## config.mk

```make
export PLATFORM = sky130hd
export DESIGN_NAME = lsu_mem_initiator
export DESIGN_NICKNAME = d
export VERILOG_FILES = /design/src/rtl/lsu_mem_initiator.sv
export SDC_FILE = /design/constraint.sdc
export NUM_CORES = 1
export LEC_CHECK = 0
export CAP_MARGIN = 20
export CORE_AREA = 2 2 132 134
export CTS_CLUSTER_DIAMETER = 80
export DETAILED_ROUTE_END_ITERATION = 7
export DIE_AREA = 0 0 134 136
export HOLD_SLACK_MARGIN = 0.1
export PLACE_DENSITY = 0.67
export REMOVE_ABC_BUFFERS = 1
export SYNTH_ARGS = -nofsm -noshare
export SYNTH_HDL_FRONTEND = slang
export SYNTH_SLANG_ARGS = --single-unit
```

## constraint.sdc

```tcl
create_clock -name clk -period 3.3 [get_ports clk]
set_clock_uncertainty 0.2 [all_clocks]
set_input_delay 0.825 -clock clk [delete_from_list [all_inputs] [get_ports clk]]
set_output_delay 0.825 -clock clk [all_outputs]
set_load 0.005 [all_outputs]
```

## src/rtl/lsu_mem_initiator.sv

```systemverilog
// M-stage load/store initiator over a req/ack data-memory handshake.
// Define LSU_TRACE_EN to print a trace line for every acked store.
module lsu_mem_initiator #(
  parameter int TIMEOUT = 255,
  parameter int CNT_W   = 8
) (
  input  logic        clk,
  input  logic        reset,
  input  logic        mem_valid,
  input  logic [2:0]  mem_op,
  input  logic [31:0] addr,
  input  logic [31:0] wdata,
  input  logic [31:0] pc,
  output logic        stall,
  output logic [31:0] rdata,
  output logic        done,
  output logic        exc_adel,
  output logic        exc_ades,
  output logic        bus_err,
  output logic        m_req,
  output logic        m_we,
  output logic [31:0] m_addr,
  output logic [3:0]  m_be,
  output logic [31:0] m_wdata,
  input  logic        m_ack,
  input  logic [31:0] m_rdata
);

  localparam logic [2:0] OP_LW  = 3'b000;
  localparam logic [2:0] OP_LH  = 3'b001;
  localparam logic [2:0] OP_LHU = 3'b010;
  localparam logic [2:0] OP_LB  = 3'b011;
  localparam logic [2:0] OP_LBU = 3'b100;
  localparam logic [2:0] OP_SW  = 3'b101;
  localparam logic [2:0] OP_SH  = 3'b110;
  localparam logic [2:0] OP_SB  = 3'b111;

  typedef enum logic [1:0] {
    IDLE = 2'd0,
    REQ  = 2'd1,
    DONE = 2'd2
  } state_t;

  state_t           state_q, state_d;
  logic [2:0]       op_q;
  logic [1:0]       alo_q;
  logic [31:0]      pc_q;
  logic [CNT_W-1:0] cnt_q;
  logic [31:0]      rdata_q;
  logic             err_q;
  logic             adel_q, ades_q;

  logic is_st, is_word, is_half, misal;
  logic start, ack_hit, tout;

  function automatic logic [3:0] lane_be(
    input logic [2:0] op,
    input logic [1:0] a
  );
    logic [3:0] be;
    be = 4'b0000;
    unique case (op)
      OP_SW:   be = 4'b1111;
      OP_SH:   be = a[1] ? 4'b1100 : 4'b0011;
      OP_SB:   be = 4'b0001 << a;
      default: be = 4'b0000;
    endcase
    return be;
  endfunction

  function automatic logic [31:0] lane_wd(
    input logic [2:0]  op,
    input logic [31:0] d
  );
    logic [31:0] w;
    w = d;
    unique case (op)
      OP_SH:   w = {2{d[15:0]}};
      OP_SB:   w = {4{d[7:0]}};
      default: w = d;
    endcase
    return w;
  endfunction

  function automatic logic [31:0] load_ext(
    input logic [2:0]  op,
    input logic [1:0]  a,
    input logic [31:0] rd
  );
    logic [15:0] h;
    logic [7:0]  b;
    logic [31:0] r;
    h = a[1] ? rd[31:16] : rd[15:0];
    b = rd[{a, 3'b000} +: 8];
    unique case (op)
      OP_LH:   r = {{16{h[15]}}, h};
      OP_LHU:  r = {16'h0000, h};
      OP_LB:   r = {{24{b[7]}}, b};
      OP_LBU:  r = {24'h000000, b};
      OP_LW:   r = rd;
      default: r = 32'h0;
    endcase
    return r;
  endfunction

  assign is_st   = mem_op[2] & |mem_op[1:0];
  assign is_word = (mem_op == OP_LW) | (mem_op == OP_SW);
  assign is_half = (mem_op == OP_LH) | (mem_op == OP_LHU)
                 | (mem_op == OP_SH);
  assign misal   = (is_word & |addr[1:0]) | (is_half & addr[0]);

  always_comb begin
    state_d = state_q;
    start   = 1'b0;
    ack_hit = 1'b0;
    tout    = 1'b0;
    unique case (state_q)
      IDLE: begin
        if (mem_valid && !misal) begin
          start   = 1'b1;
          state_d = REQ;
        end
      end
      REQ: begin
        // ack beats a timeout landing in the same cycle
        if (m_ack) begin
          ack_hit = 1'b1;
          state_d = DONE;
        end else if (cnt_q == CNT_W'(TIMEOUT - 1)) begin
          tout    = 1'b1;
          state_d = DONE;
        end
      end
      DONE:    state_d = IDLE;
      default: state_d = IDLE;
    endcase
  end

  assign stall = (state_q == IDLE && mem_valid && !misal)
               | (state_q == REQ);

  always_ff @(posedge clk or negedge reset) begin
    if (!reset) state_q <= IDLE;
    else        state_q <= state_d;
  end

  always_ff @(posedge clk or negedge reset) begin
    if (!reset) begin
      op_q    <= 3'b000;
      alo_q   <= 2'b00;
      pc_q    <= 32'h0;
      cnt_q   <= '0;
      rdata_q <= 32'h0;
      err_q   <= 1'b0;
      adel_q  <= 1'b0;
      ades_q  <= 1'b0;
      m_req   <= 1'b0;
      m_we    <= 1'b0;
      m_addr  <= 32'h0;
      m_be    <= 4'b0000;
      m_wdata <= 32'h0;
    end else begin
      adel_q <= (state_q == IDLE) & mem_valid & misal & ~is_st;
      ades_q <= (state_q == IDLE) & mem_valid & misal & is_st;
      if (start) begin
        op_q    <= mem_op;
        alo_q   <= addr[1:0];
        pc_q    <= pc;
        cnt_q   <= '0;
        err_q   <= 1'b0;
        rdata_q <= 32'h0;
        m_req   <= 1'b1;
        m_we    <= is_st;
        m_addr  <= {addr[31:2], 2'b00};
        m_be    <= lane_be(mem_op, addr[1:0]);
        m_wdata <= is_st ? lane_wd(mem_op, wdata) : 32'h0;
      end
      if (ack_hit) begin
        m_req   <= 1'b0;
        rdata_q <= load_ext(op_q, alo_q, m_rdata);
      end else if (tout) begin
        m_req   <= 1'b0;
        err_q   <= 1'b1;
        rdata_q <= 32'h0;
      end else if (state_q == REQ) begin
        cnt_q <= cnt_q + 1'b1;
      end
    end
  end

  assign done     = (state_q == DONE);
  assign bus_err  = done & err_q;
  assign rdata    = rdata_q;
  assign exc_adel = adel_q;
  assign exc_ades = ades_q;

`ifdef LSU_TRACE_EN
  logic [31:0] merged;
  assign merged = m_wdata & {{8{m_be[3]}}, {8{m_be[2]}},
                             {8{m_be[1]}}, {8{m_be[0]}}};

  always_ff @(posedge clk) begin
    if (ack_hit && m_we)
      $display("%d@%h: *%h <= %h", $time, pc_q, m_addr, merged);
  end
`else
  logic unused_pc;
  assign unused_pc = ^pc_q;
`endif

endmodule

```

==> results of run 1 <==
==> Yosys cell counts, drive strengths merged <==
master and number:
a211o 7, a211oi 2, a21o 4, a21oi 24, a221o 1, a221oi 1, a22o 16, a22oi 17
a311oi 1, a31oi 2, a32o 3, and2 4, and3 11, and3b 2, and4 1, buf 27
clkbuf 11, conb 1, dfrtp 118, ha 2, inv 4, mux2 37, mux2i 32, mux4 2
nand2 12, nand2b 3, nand3 11, nand4 1, nor2 26, nor2b 14, nor3 4, nor3b 2
nor4b 1, o2111ai 1, o21a 10, o21ai 15, o21bai 1, o221ai 1, o22ai 8, o2bb2ai 41
o41ai 6, or2 4, or3 2, or3b 1
==> power groups by stage <==
stage               Clock [mW]  Combinational [mW]  Sequential [mW]
floorplan                    0               0.860             2.19
global placement             0                2.07             2.20
detailed placement           0                2.12             2.22
CTS                       1.74                2.12             2.21
global route              1.81                2.27             2.27
finish                    1.70                2.10             2.21
==> cell families (layout without fill, tap and decap cells) <==
| family | count (synthesis) | after routing |
|---|---|---|
| compound gates | 161 | 161 |
| fa+ha+maj | 2 | 2 |
| buf+inv | 42 | 267 |
| flops | 118 | 118 |
| mux | 71 | 71 |
| other cells | 1 | 3 |
| simple gates | 99 | 99 |
==> worst reg2reg max path, delay by kind of cell, from the launching register on <==
| kind | cells | cell delay [ns] |
|---|---|---|
| compound gates | 3 | 1.05 |
| flops | 1 | 0.71 |
| simple gates | 1 | 0.29 |
==> cell usage in the layout, fill, tap and decap left out, types with 4 or more instances in the layout <==
master	instances
sky130_fd_sc_hd__o21ai_0	12
sky130_fd_sc_hd__o21a_1	10
sky130_fd_sc_hd__clkbuf_16	17
sky130_fd_sc_hd__mux2_1	27
sky130_fd_sc_hd__mux2i_1	32
sky130_fd_sc_hd__a21o_1	4
sky130_fd_sc_hd__nand2_1	12
sky130_fd_sc_hd__clkinv_2	4
sky130_fd_sc_hd__and2_1	4
sky130_fd_sc_hd__o41ai_1	6
sky130_fd_sc_hd__inv_1	4
sky130_fd_sc_hd__clkdlybuf4s50_1	200
sky130_fd_sc_hd__buf_4	24
sky130_fd_sc_hd__or2_2	4
sky130_fd_sc_hd__a21oi_1	24
sky130_fd_sc_hd__o22ai_1	8
sky130_fd_sc_hd__o2bb2ai_1	41
sky130_fd_sc_hd__nand3_1	11
sky130_fd_sc_hd__mux2_2	10
sky130_fd_sc_hd__a22o_1	16
sky130_fd_sc_hd__clkinvlp_4	4
sky130_fd_sc_hd__dfrtp_1	118
sky130_fd_sc_hd__dlygate4sd2_1	5
sky130_fd_sc_hd__nor2_1	25
sky130_fd_sc_hd__a211o_1	7
sky130_fd_sc_hd__a22oi_1	16
sky130_fd_sc_hd__and3_1	11
sky130_fd_sc_hd__nor2b_1	14
==> worst min path at each step <==
stage                             to       start  cells after the start  slack [ns]
after floorplan             cnt_q[7]    cnt_q[7]                      1        0.25
after global placement     m_addr[8]   m_addr[8]                      1        0.27
after detailed placement  m_addr[13]  m_addr[13]                      1        0.27
after CTS                  m_addr[5]       reset                      1        0.17
after global routing           m_req       reset                      1        0.18
final                          m_req       reset                      1        0.17
==> stage by stage <==
step | hold WS (ns) | std cells | worst slack (ns) | power, mW | TNS [ns]
2_1_floorplan | 0.252 | 457 | 0.265 | 3.05 | 0
6_report | 0.168 | 946 | 0.102 | 6.00 | 0
3_5_place_dp | 0.274 | 914 | -0.555 | 4.34 | -0.555
4_1_cts | 0.171 | 945 | 0.0431 | 6.07 | 0
3_3_place_gp | 0.266 | 914 | -0.536 | 4.28 | -0.536
5_1_grt | 0.180 | 945 | 0.0285 | 6.35 | 0
==> repair_timing <==
item / in CTS / in global routing
hold buffers: 0 / 0
hold endpoints to repair: 0 / 0
endpoints found under the setup margin: 1 / 1
pin swaps: 1 / 1
setup buffers: 1 / 0
resized for setup: 9 / 1
==> state kept, by name, indices dropped and copies added, names as in the netlist, 2 cells and up <==
signal and count:
m_be 4, m_addr 30, rdata 32, m_wdata 32
op_q 3, alo_q 2, cnt_q 8, state_q 2
==> layer usage <==
| layer | GRT usage, % | vias to the layer above |
|---|---|---|
| met5 | 0 | - |
| met4 | 5.26 | 4 |
| met3 | 7.83 | 19 |
| met2 | 30.7 | 185 |
| met1 | 23.5 | 2444 |
| li1 | - | 2300 |
==> layout make-up <==
type | instances | area [µm²] | share of cell area, %
Sequential cell | 118 | 2950 | 33.9
Multi-Input combinational cell | 335 | 2620 | 30.1
Timing Repair Buffer | 233 | 2290 | 26.3
Clock buffer | 21 | 460 | 5.29
Tap cell | 225 | 282 | 3.24
Clock inverter | 9 | 80.1 | 0.921
Inverter | 4 | 15.0 | 0.173
Antenna cell | 1 | 2.50 | 0.0288
==> impl_summary.md, run 1 <==
Power and ir drop
The share of total power dissipated in the clock network is 28.3%. The leakage power total is 3.76 nW. The analysis attributes to net switching a power of 1.82 mW.

The internal power is 4.18 mW. Net switching is 30.3% of the power. VDD sags by at most between 400 and 500 µV. The power density over the cells is ~690 nW/µm². Per report_power, the sequential group accounts for a little under two fifths of the total.

Of the total power, combinational logic draws about a third.

Worst setup path
The startpoint type of the worst setup path is an input port. The worst setup path is captured at a primary output. The number of cells on the critical path is 6. For this design, the slowest cell found on the critical path is sky130_fd_sc_hd__a221oi_4.

The length in cells of the worst reg-to-reg path is 4. In this run the critical register-to-register path is captured at rdata[2]. Tracing the worst setup path back leads to its startpoint at mem_op[1]. For the worst setup path, the data arrival time is around 2.2 ns. The cell family with the largest share of critical-path delay is simple AND/OR/NAND/NOR gates. Traced cell by cell, the critical path runs through dlygate4sd2_1 > nand2b_4 > a221oi_4 > nor2_4 > or2_2 > buf_2.

The largest fanout on the critical path is 5. The data required time of the critical path is 2.27 ns. For this run, the slowest stage of the critical path takes about 0.37 ns. The critical path is of the in2out type. The critical path capture point is stall. The startpoint of the worst register-to-register path is op_q[2]. The number of buffer and inverter instances along the worst setup path is 2. The worst-case register-to-register setup slack is between 0.9 and 1 ns.

Die
approximately 240 I/O pins were placed. Once the floorplan was initialized, standard cells occupied around a third of the core. The area of the die is 18200 µm². The die is between 100 and 150 µm tall.

Row generation in the floorplan step produced between 40 and 50 rows. In this run the horizontal extent of the chip is between 100 and 150 µm. The core area is ~17000 µm².

Detailed routing
The met3 routed wirelength is between 1.5 and 2 mm. After detailed routing, the number of vias per cell comes to approximately 5.2. The number of vias after detailed routing is between 4000 and 5000.

The routed length on met1 is ~7.1 mm. The length of the first detailed-routing pass in iterations is 4. After detailed routing, the number of remaining DRC violations is 0. Detailed routing placed a total of between 8 and 9 mm of wire on met2. The remaining number of nets flagged by the antenna check after routing is 0. The total wire length is about 17 mm.

The DRC marker count from the first detailed-route iteration is between 200 and 250. Dividing the detail-routed wire length by the instance count gives around 18 µm. The highest layer used for signal routing is met5.

STA
Measured against its own limit, the worst slew margin works out to 45.2%. At the pin with the least slew margin, the transition time is between 0.8 and 0.9 ns. The peak clock frequency supported by timing is 0.313 GHz. The final-report setup violation count is 0.

Setup repair after global routing left no endpoint under its margin. The final number of max-transition violations was 0. The time the final worst path needs with I/O delays and setup is about 3.2 ns.

After layout, the worst path uses 96.9% of the clock period. The hold violation count in the final report is 0.

Global routing
The global route total overflow is 0. The number of antenna violations at the first check in global routing is 2. The global-route wire length before repair is 27.1 mm. The total global-route track usage is about a fifth. The via count of the first global-routing pass is between 5000 and 6000. The pin count of the biggest net entering global routing is 57.

Synth
The number of warnings issued by yosys is 0. After Yosys synthesis, and, or, nand and nor cells account for 9.50% of the synthesized area. The area share of the largest cell type after synthesis is between 50% and 60%. After synthesis, the largest family of logic cells by area is compound AO/OA/AOI/OAI gates. The register bit total from synthesis is approximately 120.

Summing every instance area after synthesis gives around 5800 µm². The arithmetic-cell share of the synthesized area counting full adders, half adders and majority gates is 0.433%. The cell accounting for the most synthesized area is sky130_fd_sc_hd__dfrtp_1. Yosys mapped the design onto 55 distinct sky130hd cell types. Yosys attributes the largest share of cell area to sky130_fd_sc_hd__dfrtp_1 (51%), sky130_fd_sc_hd__o2bb2ai_1 (6.2%), sky130_fd_sc_hd__mux2i_1 (5.5%). The XOR/XNOR share of the synthesized area is 0%. In this run the mean area of a mapped cell was roughly 12 µm².

Summing the sequential cell areas from Yosys gives 51.1% of the chip area. The synthesized netlist cell count is about 490. The synthesized netlist devotes 21.5% of its cell area to compound gates. The mux contribution to synthesized area is between 10% and 20%.

Cells and area
With fillers left out, the area of the finished cells amounts to 8700 µm². Cells with a size suffix above 1 make up a little under an eighth of the layout. The area overhead of the layout relative to synthesis is 50.4%. At the end of the flow, the number of nets in the layout was about 850. The number of fill cells in the layout is around 1500. The fraction of the core area covered by cells at the end of the flow is between 50% and 60%.

Clock tree
In this run the number of H-tree levels came out at 4. The clock tree from TritonCTS is yes. In this run, CTS created clock tree buffers numbering 17.

The number of sinks driven by the clock tree is 118. The clock passes through at most 2 buffers. The clock latency on the worst-skew pair is just over 0.4 ns. Clock-pin slew was measured on the worst setup and hold paths at 0.05 ns.

CTS placed an instance of sky130_fd_sc_hd__clkbuf_16 at the clock tree root.

Status
The flow ran to the end, and the final reports show no timing, DRC or antenna violations.

Placement
The post-detailed-placement half-perimeter wirelength is about 12 mm. During placement, the flow inserted port buffers numbering roughly 210. The placed standard-cell area is 8150 µm².

The final weighted congestion in routability-driven placement is ~0.85.

Min path
The worst hold path belongs to the class in2async.

Job
The tool flagged a number of max-cap violations equal to 0.
Note: power is estimated with default switching activity, not from simulation.
==> inputs of run 2 (changes only) <==
Settings changed: CORE_AREA 2 2 132 134 to 2 2 124 126, DIE_AREA 0 0 134 136 to 0 0 126 128, PLACE_DENSITY 0.67 to 0.74.
==> run 2 against run 1 <==
  * Global-route usage is 2.2 points higher
  * Setup slack worse by 0.037 ns
  * Non-clock buffer count is 6 lower
  * Die area is 12% lower
  * Wire length is 0.39% lower
  * Count of clock-buffer cells in the layout is 1 lower
  * First-iteration DRC count is 62% higher
  * Utilization is 6.9 points higher
  * Register-to-register slack worse by 0.08 ns
  * Sequential power hardly changed
==> impl_summary.md, run 2 (synthesis gave the netlist of run 1 again) <==
Min path
The worst hold-check path type is in2async.

Global routing
The total global-route track usage was 21.2% (+2.2 points). The global route total overflow is 0 (unchanged). The pin count of the biggest net entering global routing came to 54 (-5.3%). The via count of the first global-routing pass was 5130 (-1.6%). The number of antenna violations at the first check in global routing is 0 (-2).

The global-route wire length before repair is 27.0 mm (-0.28%).

STA
The final number of max-transition violations is 0 (unchanged). The final-report setup violation count is 0 (unchanged). The worst-case headroom to the max-slew limit is 44.0% (-1.2 points). Setup repair after global routing left no endpoint under its margin.

The time the final worst path needs with I/O delays and setup was 3.24 ns (+0.0372 ns). The worst setup margin is 0.0645 ns (-0.0372 ns). The post-route clock period utilization is 98.0% (+1.1 points). The transition at the pin with the smallest max-transition slack is 0.839 ns (+0.0175 ns). The peak clock frequency supported by timing is 0.309 GHz (-1.1%). The hold violation count in the final report was 0 (unchanged).

Clock tree
The setup fix buffers added after clock tree synthesis came to 0 (-1). TritonCTS built the clock tree. The cell sitting at the root of the clock tree is a sky130_fd_sc_hd__clkbuf_16. The number of sinks driven by the clock tree is 118 (unchanged). The clock latency on the worst-skew pair is 0.41 ns (about the same). The H-tree depth reported by CTS came to 4 (unchanged). The maximum clock path buffer count is 2 (unchanged). The number of buffers added by the clock tree synthesis step was 17 (unchanged). The clock-pin slew on the worst setup and hold paths is 0.06 ns (about the same).

Status
The run finished with clean final reports.

Die
The count of boundary I/O pins came to 242 (unchanged). The height of the chip was 128 µm (-5.9%). The die extent in x came to 126 µm (-6.0%). The effective utilization at floorplan is 38.9% (+4.6 points). The core area is 14900 µm² (-12%). The area of the die is 16100 µm² (-12%). The number of rows created at floorplan is 45 (-6.3%).

Power and ir drop
The power density over the cells came to 723 nW/µm² (+4.9%). The share of power burned in the clock network was 31.5% (+3.2 points). The portion of total power attributed to combinational logic is 33.2% (-1.7 points).

The internal power is 4.44 mW (+6.0%). The peak supply drop is 388 µV (-4.0%). The switching power summed over all nets came to 1.85 mW (+1.6%).

The switching part of the total is 29.4% (-0.89 points). The leakage power total is 3.77 nW (+0.34%). The sequential cell fraction of total power came to 35.3% (-1.5 points).

Detailed routing
The number of DRC violations after detailed routing is 0 (unchanged). The remaining number of nets flagged by the antenna check after routing is 0 (unchanged). The length of the first detailed-routing pass in iterations was 4 (unchanged). The total wire length is 17.0 mm (-0.39%). The number of vias per cell after detailed routing is 5.53 (+5.6%). The number of vias after detailed routing was 4999 (+0.95%). The routed length per placed instance is 18.8 µm (+4.2%). The DRC marker count from the first detailed-route iteration is 394 (+62%).

Cells and area
Relative to the synthesized area, the layout overhead comes to 50.2%. The number of fill cells in the layout is 1265 (-15%). The library cells used most frequently in the layout, excluding fill and tap cells, are sky130_fd_sc_hd__clkdlybuf4s50_1 (200), sky130_fd_sc_hd__dfrtp_1 (118), sky130_fd_sc_hd__o2bb2ai_1 (41). The most common library cell in the layout ignoring fill and taps is sky130_fd_sc_hd__clkdlybuf4s50_1. The net total in the final layout is 840 (-0.71%). The count of antenna diodes in the layout is 0 (-1).

The fraction of final layout cells with drive strength greater than 1 is 11.7% (+0.20 points). The design area came to 8680 µm² (-0.16%).

Worst setup path
The startpoint-to-endpoint class of the critical path is in2out. The data arrival time of the worst path is 2.21 ns (+0.04 ns). The master of the slowest instance on the critical path is sky130_fd_sc_hd__a221oi_4. The capturing element type of the critical path is a primary output. The cell occurring most often along the worst timing path is sky130_fd_sc_hd__dlygate4sd2_1. The data required time of the critical path is 2.27 ns (about the same). The kind of cell with the highest combined delay along the critical path is buffers and inverters. The length in cells of the worst reg-to-reg path was 4 (unchanged). The number of buffer and inverter instances along the worst setup path is 2 (unchanged).

The startpoint type of the worst setup path is an input port. The worst-case register-to-register setup slack is 0.86 ns (-0.08 ns). Traced cell by cell, the critical path runs through dlygate4sd2_1 > nand2b_4 > a221oi_4 > nor2_4 > or2_2 > dlygate4sd2_1.

The number of cells on the critical path was 6 (unchanged). The largest fanout on the critical path is 2 (-3). The peak per-stage delay on the critical path is 0.42 ns (+0.05 ns).

Placement
The post-detailed-placement half-perimeter wirelength is 12.4 mm (-0.32%). The number of port buffers is 207 (unchanged). The pre-CTS setup slack is -0.486 ns (+0.0690 ns). The placed standard-cell area is 8060 µm² (-1.1%).

The final weighted congestion in routability-driven placement came to 0.914 (+7.1%).

Job
The number of violations of the max-capacitance limit was 0 (unchanged).
## run 2: repair_timing
action,in CTS,in global routing
gates cloned,0,0
endpoints found under the hold margin,0,0
endpoints found under the setup margin,1,1
hold buffers,0,0
pin swaps,1,1
resized for setup,12,6
## run 2: area by class of cell
type / instances / area, µm² / area share [%]
flip-flops and latches: 118 / 2950 / 34.0
multi-input cells: 335 / 2620 / 30.1
repair buffers: 227 / 2230 / 25.6
clock buffers: 20 / 467 / 5.37
well taps: 188 / 235 / 2.71
clock inverters: 12 / 174 / 2.00
inverters: 4 / 15.0 / 0.173
## run 2: power by group through the flow
| stage | registers, mW | clock network (mW) | logic (mW) |
|---|---|---|---|
| after floorplan | 2.19 | 0 | 0.860 |
| after global placement | 2.20 | 0 | 2.06 |
| after detailed placement | 2.23 | 0 | 2.10 |
| after CTS | 2.22 | 2.02 | 2.11 |
| after global routing | 2.28 | 2.09 | 2.26 |
| final | 2.22 | 1.98 | 2.09 |
## run 2: worst reg2reg max path, delay by kind of cell, from the launching register on
family	cells	cell delay, ns
and+or+nand+nor	1	0.30
AOI/OAI and AO/OA	3	1.07
DFF	1	0.74
## run 2: worst paths after layout
check                                start    endpoint
worst min-delay path                 reset    alo_q[1]
worst max register to register     op_q[2]    rdata[2]
worst min register to register  m_addr[13]  m_addr[13]
max in group asynchronous            reset    rdata[2]
min in group clk                m_addr[13]  m_addr[13]
worst max-delay path               addr[1]       stall
## run 2: routing by layer
layer  routed length [µm]  track usage (%)  part of all wire (%)
met1                 6850             25.3                    40
met2                 7940             34.1                    47
met3                 1720             8.97                    10
met4                  455             8.34                   2.7
met5                    0                0                     0
## run 2: metrics by stage
stage                     hold slack (ns)  TNS, ns  std cells  power (mW)  utilization (%)
final                               0.196        0        904        6.28             58.4
after floorplan                     0.252        0        457        3.05                -
after global placement              0.263   -0.440        873        4.26             54.2
after CTS                           0.207        0        905        6.35             58.6
after global routing                0.227        0        904        6.63             58.4
after detailed placement            0.273   -0.486        873        4.33             54.2
